File: src/rtl/palette_fade_engine.sv
// palette_fade_engine
//   Banked RGB444 palette RAM with a registered lookup, transparent-key detect
//   and a frame-driven fade to/from black for scene transitions.
//   Optional feature macro: PALETTE_FLASH_EN (adds flash_req_i / flash_active_o).
//
// Ports
//   clk_i, rst_i        clock, asynchronous active-high reset
//   frame_tick_i        one-cycle pulse per frame
//   wr_en_i/_bank_i/_idx_i/_rgb_i   palette write port
//   rd_en_i/_bank_i/_idx_i          lookup request (1-cycle latency)
//   fade_out_req_i, fade_in_req_i   fade start requests
//   red_o, green_o, blue_o          scaled colour
//   rd_valid_o, transparent_o       lookup valid, raw colour equals KEY_RGB
//   fade_busy_o, fade_level_o       fade in progress, brightness (0 black .. 15 full)
module palette_fade_engine #(
  parameter int unsigned IDX_W     = 4,
  parameter int unsigned NUM_BANKS = 8,
  parameter int unsigned BANK_W    = 3,
  parameter logic [11:0] KEY_RGB   = 12'hE1E,
  parameter int unsigned FADE_DIV  = 2
) (
  input  logic              clk_i,
  input  logic              rst_i,
  input  logic              frame_tick_i,
  input  logic              wr_en_i,
  input  logic [BANK_W-1:0] wr_bank_i,
  input  logic [IDX_W-1:0]  wr_idx_i,
  input  logic [11:0]       wr_rgb_i,
  input  logic              rd_en_i,
  input  logic [BANK_W-1:0] rd_bank_i,
  input  logic [IDX_W-1:0]  rd_idx_i,
  input  logic              fade_out_req_i,
  input  logic              fade_in_req_i,
  output logic [3:0]        red_o,
  output logic [3:0]        green_o,
  output logic [3:0]        blue_o,
  output logic              rd_valid_o,
  output logic              transparent_o,
  output logic              fade_busy_o,
  output logic [3:0]        fade_level_o
`ifdef PALETTE_FLASH_EN
  ,
  input  logic              flash_req_i,
  output logic              flash_active_o
`endif
);

  localparam int unsigned Entries = 2 ** IDX_W;
  localparam int unsigned DivW    = (FADE_DIV > 1) ? $clog2(FADE_DIV) : 1;

  typedef enum logic [1:0] {StFull, StFadeOut, StBlack, StFadeIn} fade_st_e;

  logic [11:0]     mem_q [NUM_BANKS][Entries];
  logic            wr_in_range, rd_in_range;
  logic [11:0]     raw_rgb, out_rgb;
  logic            raw_is_key;
  logic [3:0]      red_q, green_q, blue_q, fade_level_q;
  logic            rd_valid_q, transparent_q, fade_busy_q;
  fade_st_e        state_q;
  logic [DivW-1:0] div_cnt_q;

  function automatic logic [3:0] scale(input logic [3:0] c, input logic [3:0] lvl);
    logic [7:0] prod;
    prod = 8'(c) * (8'(lvl) + 8'd1);
    return prod[7:4];
  endfunction

  assign wr_in_range = 32'(wr_bank_i) < NUM_BANKS;
  assign rd_in_range = 32'(rd_bank_i) < NUM_BANKS;

  // Palette RAM is deliberately not reset.
  always_ff @(posedge clk_i) begin
    if (wr_en_i && wr_in_range) begin
      mem_q[wr_bank_i][wr_idx_i] <= wr_rgb_i;
    end
  end

  // Write-first bypass on a same-entry collision.
  always_comb begin
    raw_rgb = 12'h000;
    if (rd_in_range) begin
      if (wr_en_i && wr_bank_i == rd_bank_i && wr_idx_i == rd_idx_i) begin
        raw_rgb = wr_rgb_i;
      end else begin
        raw_rgb = mem_q[rd_bank_i][rd_idx_i];
      end
    end
  end

  assign raw_is_key = rd_in_range && (raw_rgb == KEY_RGB);

`ifdef PALETTE_FLASH_EN
  logic [3:0] flash_cnt_q;

  // Counts remaining flash frames; odd counts force white on opaque pixels.
  always_ff @(posedge clk_i or posedge rst_i) begin
    if (rst_i) begin
      flash_cnt_q <= 4'd0;
    end else if (flash_req_i && flash_cnt_q == 4'd0) begin
      flash_cnt_q <= 4'd8;
    end else if (frame_tick_i && flash_cnt_q != 4'd0) begin
      flash_cnt_q <= flash_cnt_q - 4'd1;
    end
  end

  assign flash_active_o = flash_cnt_q != 4'd0;

  always_comb begin
    out_rgb = {scale(raw_rgb[11:8], fade_level_q), scale(raw_rgb[7:4], fade_level_q),
               scale(raw_rgb[3:0], fade_level_q)};
    if (flash_active_o && flash_cnt_q[0] && !raw_is_key) begin
      out_rgb = 12'hFFF;
    end
  end
`else
  assign out_rgb = {scale(raw_rgb[11:8], fade_level_q), scale(raw_rgb[7:4], fade_level_q),
                    scale(raw_rgb[3:0], fade_level_q)};
`endif

  // Lookup output registers; hold while rd_en_i is low.
  always_ff @(posedge clk_i or posedge rst_i) begin
    if (rst_i) begin
      red_q         <= 4'h0;
      green_q       <= 4'h0;
      blue_q        <= 4'h0;
      rd_valid_q    <= 1'b0;
      transparent_q <= 1'b0;
    end else begin
      rd_valid_q <= rd_en_i;
      if (rd_en_i) begin
        red_q         <= out_rgb[11:8];
        green_q       <= out_rgb[7:4];
        blue_q        <= out_rgb[3:0];
        transparent_q <= raw_is_key;
      end
    end
  end

  // Fade FSM; fade_out wins in FULL, fade_in wins in BLACK, requests ignored while busy.
  always_ff @(posedge clk_i or posedge rst_i) begin
    if (rst_i) begin
      state_q      <= StFull;
      fade_level_q <= 4'd15;
      fade_busy_q  <= 1'b0;
      div_cnt_q    <= '0;
    end else begin
      unique case (state_q)
        StFull: begin
          if (fade_out_req_i) begin
            state_q     <= StFadeOut;
            fade_busy_q <= 1'b1;
            div_cnt_q   <= '0;
          end
        end
        StFadeOut: begin
          if (frame_tick_i) begin
            if (div_cnt_q == DivW'(FADE_DIV - 1)) begin
              div_cnt_q <= '0;
              if (fade_level_q != 4'd0) fade_level_q <= fade_level_q - 4'd1;
              if (fade_level_q <= 4'd1) begin
                state_q     <= StBlack;
                fade_busy_q <= 1'b0;
              end
            end else begin
              div_cnt_q <= div_cnt_q + DivW'(1);
            end
          end
        end
        StBlack: begin
          if (fade_in_req_i) begin
            state_q     <= StFadeIn;
            fade_busy_q <= 1'b1;
            div_cnt_q   <= '0;
          end
        end
        StFadeIn: begin
          if (frame_tick_i) begin
            if (div_cnt_q == DivW'(FADE_DIV - 1)) begin
              div_cnt_q <= '0;
              if (fade_level_q != 4'd15) fade_level_q <= fade_level_q + 4'd1;
              if (fade_level_q >= 4'd14) begin
                state_q     <= StFull;
                fade_busy_q <= 1'b0;
              end
            end else begin
              div_cnt_q <= div_cnt_q + DivW'(1);
            end
          end
        end
        default: state_q <= StFull;
      endcase
    end
  end

  assign red_o         = red_q;
  assign green_o       = green_q;
  assign blue_o        = blue_q;
  assign rd_valid_o    = rd_valid_q;
  assign transparent_o = transparent_q;
  assign fade_busy_o   = fade_busy_q;
  assign fade_level_o  = fade_level_q;

endmodule

File: config.mk
export PLATFORM = sky130hd
export DESIGN_NAME = palette_fade_engine
export DESIGN_NICKNAME = d
export VERILOG_FILES = /design/src/rtl/palette_fade_engine.sv
export SDC_FILE = /design/constraint.sdc
export NUM_CORES = 1
export LEC_CHECK = 0
export BUFFER_PORTS_ARGS = -buffer_cell sky130_fd_sc_hd__buf_2
export CAP_MARGIN = 20
export CORE_ASPECT_RATIO = 0.5
export CORE_MARGIN = 5
export CORE_UTILIZATION = 30
export CTS_CLUSTER_DIAMETER = 30
export CTS_CLUSTER_SIZE = 25
export DETAILED_ROUTE_END_ITERATION = 12
export PLACE_DENSITY = 0.5
export SETUP_SLACK_MARGIN = 0.1
export SLEW_MARGIN = 20
export SYNTH_ARGS = -nofsm -noshare
export SYNTH_HDL_FRONTEND = slang
export SYNTH_SLANG_ARGS = --single-unit
File: constraint.sdc
create_clock -name clk_i -period 5.1 [get_ports clk_i]
set_input_delay 1.53 -clock clk_i [delete_from_list [all_inputs] [get_ports clk_i]]
set_output_delay 1.53 -clock clk_i [all_outputs]
set_load 0.02 [all_outputs]
* Yosys cells after proc, flatten, opt, wreduce, memory -nomap -nowiden
Memory sizes are Yosys's and may differ from the RTL's.
Cells that the tools add are included.
Widths: inputs -> output; s select.
** Storage, ports and cells
- Flip-flop bits (word level) :: 22
- Memories :: 1
- Logic and storage cells :: 90
- Output and inout port bits :: 19
- Bits in writable memories :: 1536
- Input port bits :: 33
** Cells by class
- Reductions and logical operators :: 10
- Multipliers :: 3
- Order comparisons :: 5
- $add $sub $neg :: 4
- Muxes and demuxes :: 38
- Equal/unequal tests :: 18
- Bitwise logic cells :: 2
** Memory list
- mem_q :: depth 8, width 192, read ports 1, clocked after Yosys merged registers in 0, write ports 1, RTL line 53 : logic [11:0] mem_q [NUM_BANKS][Entries];
** Operator list (count)
- $mux 192 :: 1
- $bmux 12 s4 :: 1
- $demux 12 s4 :: 1
- $mux 12 :: 4
- $mux 4 :: 6
- $ne 2x2->1 const B :: 10
- $mul 4x8->8 :: 2
- $mux 2 :: 8
- $mux 1 :: 13
- $eq 12x12->1 const B :: 1
- $ge 5x5->1 const B :: 2
- $not 4->5 :: 2
- $mul 4x5->8 :: 1
- $pmux 2 s4 :: 1
- $pmux 4 s2 :: 1
- $reduce_and 8->1 :: 1
- $reduce_and 7->1 :: 1
- $add 4x1->5 const B :: 1
- $lt 5x1->1 const B :: 1
- $add 4x1->4 const B :: 1
- $eq 2x2->1 const B :: 2
- $eq 4x4->1 :: 1
- $ge 4x4->1 const B :: 1
- $le 4x1->1 const B :: 1
- 14 further kinds :: 16

* Longest topological paths before layout
- Word-level depth :: 6
- Gate-level depth with buffers :: 26
- Mapped depth without buffers :: 19

* Worst setup path after synthesis
No wires, ideal clock.
- Path type :: input-to-reg
- From :: input port rd_bank_i[1]
- To :: register red_q[1], in the netlist red_o[1]
- Data arrival time :: 6.278 ns
- Data required time :: 4.974 ns
- Cell stages on the path :: 22
- Setup slack :: -1.304 ns
- Path buffers :: 5
- Library setup time :: 0.126 ns
- Cells stage by stage :: buf_4 -> buf_4 -> buf_4 -> buf_2 -> buf_2 -> mux4_2 -> mux4_2 -> a22oi_1 -> a31oi_1 -> a31oi_1 -> o21ai_1 -> nand2_1 -> fa_1 -> fa_1 -> inv_1 -> ha_1 -> nand3_1 -> a21oi_1 -> nand4_1 -> a21boi_1 -> mux2_1 -> a221o_1
** Between the ends
- Word-level cells in the longest chain between the ends :: 6
- Elaborated cells on any way between the ends :: 9
** RTL lines
- from (decl) :: RTL line 30 : input logic [BANK_W-1:0] rd_bank_i,
- $mem_v2 8x192
- $bmux 12 s4 :: RTL line 85 : raw_rgb = mem_q[rd_bank_i][rd_idx_i];
- $mux 12 (implied by the code) (2 in a row) :: RTL line 85
- $mux 12 * :: RTL line 82 : if (wr_en_i && wr_bank_i == rd_bank_i && wr_idx_i == rd_idx_i) begin
- $mul 4x8->8 * :: RTL line 64 : prod = 8'(c) * (8'(lvl) + 8'd1);
- to (signal assigned) :: RTL line 131 : red_q <= out_rgb[11:8];
- to (decl) :: RTL line 57 : logic [3:0] red_q, green_q, blue_q, fade_level_q;
Mark *: on every way between the ends. The rest lies on a longest branch, timed or not. The select of a mux whose other input is x is not followed.
A chain may end at the register's enable or synchronous reset.

* Final worst setup path
- From :: input port rd_bank_i[0]
- To :: register red_q[1], in the netlist red_o[1]
Same word-level chain as after synthesis.

==> run metrics <==
Die H=334 um; die area=219000 um2; # rows=118; cell taking the most area after synthesis=edfxtp_1; synth warn=0; Post-synth EDFFs=1536; Primary FF master, synth=edfxtp_1; DR vias/cell=5.19; vias=36.0k; most common cell in the netlist=edfxtp_1; first-pass GRT wire length=283 mm; Die Wd=657 um; crit path buf inv count=7; Design Area, Final=81300 um2; Slew headroom=28.7%; Area after DPL=70400 um2; total CTS buffers=284; WL final=206 mm; Cell Chain, Critical Path=buf_16 -> buf_6 -> buf_12 -> clkbuf_16 -> buf_12 -> mux4_2 -> o22ai_1 -> nor3_1 -> nor2_2 -> o22ai_1 -> mux2i_1 -> buf_4 -> nand2b_4 -> fa_1 -> fa_1 -> inv_1 -> ha_1 -> nand3_2 -> a21oi_2 -> nand4_1 -> a21boi_2 -> mux2_4 -> a221o_1; CTS root buf=clkbuf_16; peak supply drop=0.366 mV; Hold Fails Final Rpt=0; maximum number of pins on one net before global-route repair=129; CP Class=in -> reg; total chip power=36.8 mW; fmax=0.174 GHz; Critical Path AT=6.49 ns; IO Port Bufs=51; Ports=52; number of global-route vias before repair=35.7k; RSZ-0062 raised after global routing=yes; drt first-iter violations=4378; GRT Total Usage=18.2%; Power Dens Cells=453 nW/um2; CTS tree=yes; worst min-delay path category=reg -> reg; Area Growth Syn to Fin=29.4%; library cells used by synthesis=93; Remaining DRCs=0; setup TNS=-6.11 ns; initial antenna violation count=7; core area=208000 um2; crit-path max FO=13; Avg Inst Size Synth=20.1 um2; CTS Sinks=1558; FF+latch count, synth=1558; Worst-Margin Slew=1.07 ns; max_cap viols=0; Final Skew=0.0460 ns; # hold bufs at CTS=0; Cell Area, Synth=62800 um2; drt pass-1 iters=5; CP Capture Type=register; endpoints failing setup=12; clk_lat worst skew=0.91 ns; max-slew violations=0; Crit-path slowest cell=mux4_2; largest cells by area after synthesis=edfxtp_1 (73%), mux4_2 (12%), mux2i_1 (1.9%); final period utilization=113%; Synth async-reset ratio=1.41%; min Tclk post-route=5.74 ns; violated checks=setup timing; share of the synthesized area in the top cell type=73.4%; fin nets=4052; routability cong.=0.902; WP data required=5.85 ns; share of post-route cells with drive strength above 1=40.2%; top cells by count, synth=edfxtp_1 (1536), mux4_2 (341), nor2_1 (210); detailed placer's ending HPWL=135 mm; post-route ant nets=0; Overflow after GRT=0; WL/cell=29.7 um; Initial Utilization=30.3%; clk slew on worst S/H paths=0.05 ns; Post-Syn Instances=3124; Startpoint Class=input port; status=finished, violations left; post-synthesis sequential area ratio=74.3%; post-route setup slack=-0.643 ns; CP max stage delay=0.59 ns; H-tree level count=5; Post-Syn Nets=3209; Crit path max-delay family=adder cells; Max Buffers Root-to-Sink=4; Leakage=27.7 nW
==> cells by family (layout without fill, tap and decap cells) <==
| kind of cell | after synthesis | in the layout | share of synthesized area [%] |
|---|---|---|---|
| flops | 1558 | 1558 | 74.3 |
| simple gates | 512 | 512 | 3.78 |
| mux | 503 | 503 | 15.1 |
| compound gates | 268 | 268 | 3.08 |
| buf+inv | 210 | 1260 | 2.23 |
| fa+ha+maj | 52 | 52 | 1.21 |
| xor+xnor | 21 | 21 | 0.293 |
| other cells | 0 | 2 | 0 |
==> flip-flops by register name, indices dropped and copies added, names as in the netlist <==
name and cells:
div_cnt_q 1, red_o 4, state_q 2, fade_level_o 4, mem_q 1536, green_o 4, blue_o 4, fade_busy_o 1
transparent_o 1, rd_valid_o 1
==> path summary, 6_finish.rpt <==
kind                                      startpoint                         to  slack [ns]  cells past startpoint
setup / recovery                        rd_bank_i[0]       red_o[1]$_DFFE_PP0P_       -0.64                     23
hold / removal             transparent_o$_DFFE_PP0P_  transparent_o$_DFFE_PP0P_        0.49                      1
setup reg to reg              mem_q[4][46]$_DFFE_PP_       red_o[1]$_DFFE_PP0P_        0.12                     19
hold reg to reg            transparent_o$_DFFE_PP0P_  transparent_o$_DFFE_PP0P_        0.49                      1
max in group asynchronous                      rst_i    fade_busy_o$_DFFE_PP0P_        3.92                      2
min in group asynchronous                      rst_i     green_o[3]$_DFFE_PP0P_        0.74                      2
==> layout make-up <==
class / instances / area, um2
multi-input cells: 1356 / 15300
repair buffers: 722 / 6350
inverters: 45 / 174
well taps: 2760 / 3450
flip-flops and latches: 1558 / 46700
clock inverters: 179 / 1950
diodes: 2 / 5.00
fillers: 18700 / 126000
clock buffers: 314 / 7350
==> through the flow <==
step	utilization [%]	setup slack, ns	hold slack (ns)	instances
2_1_floorplan	-	-1.12	0.494	3124
3_3_place_gp	33.9	-2.12	0.495	6382
3_5_place_dp	33.9	-2.18	0.478	6382
4_1_cts	38.7	-0.479	0.493	6888
5_1_grt	39.1	-0.692	0.506	6934
6_report	39.2	-0.643	0.487	6936
==> metal layers <==
layer  part of all wire, %  global-route usage, %  up-vias
met5                     0                      0        -
met4                   2.6                   5.25        0
met3                    10                   4.81      327
met2                    43                   26.6     1736
met1                    44                   26.5    19300
li1                      -                      -    14700
==> cells in the final DEF, fill, tap and decap left out, types with 16 or more instances in the layout <==
master         n
edfxtp_1    1536
buf_4        601
mux4_2       343
clkbuf_16    297
nor2_1       201
mux2i_1      116
nand2_1      102
buf_12        44
a21oi_1       41
o22ai_1       40
a22oi_1       36
inv_1         35
nor3_1        34
buf_2         34
ha_1          33
clkinvlp_4    32
clkinv_2      32
clkinv_4      31
nand3_1       29
mux2_2        28
bufinv_16     28
inv_6         26
clkbuf_1      24
clkinv_1      20
buf_6         20
nor2b_1       18
o221ai_1      18
dfrtp_1       18
xnor2_1       16
==> report_power, final <==
part	total (mW)	internal [mW]	switching (mW)
clock network	18.4	11.9	6.47
logic	4.14	1.79	2.36
registers	14.3	14.2	0.107
total	36.8	27.9	8.93
==> what timing repair did <==
| item | 4_1_cts | 5_1_grt |
|---|---|---|
| pin swaps | 13 | 30 |
| endpoints found under the setup margin | 12 | 13 |
| cloned | 1 | 7 |
| gates resized for setup | 86 | 97 |
| buffers inserted | 12 | 39 |
==> worst reg2reg max path: cells and delay by family (launching register included) <==
family / cells / cell delay, ns
AO/OA/AOI/OAI: 7 / 1.17
adder cells (fa/ha/maj): 3 / 1.24
buffers and inverters: 3 / 0.41
flip-flops: 1 / 0.37
multiplexers: 3 / 1.36
AND/OR/NAND/NOR: 3 / 0.29
No activity file was read; power rests on OpenSTA's default activity.
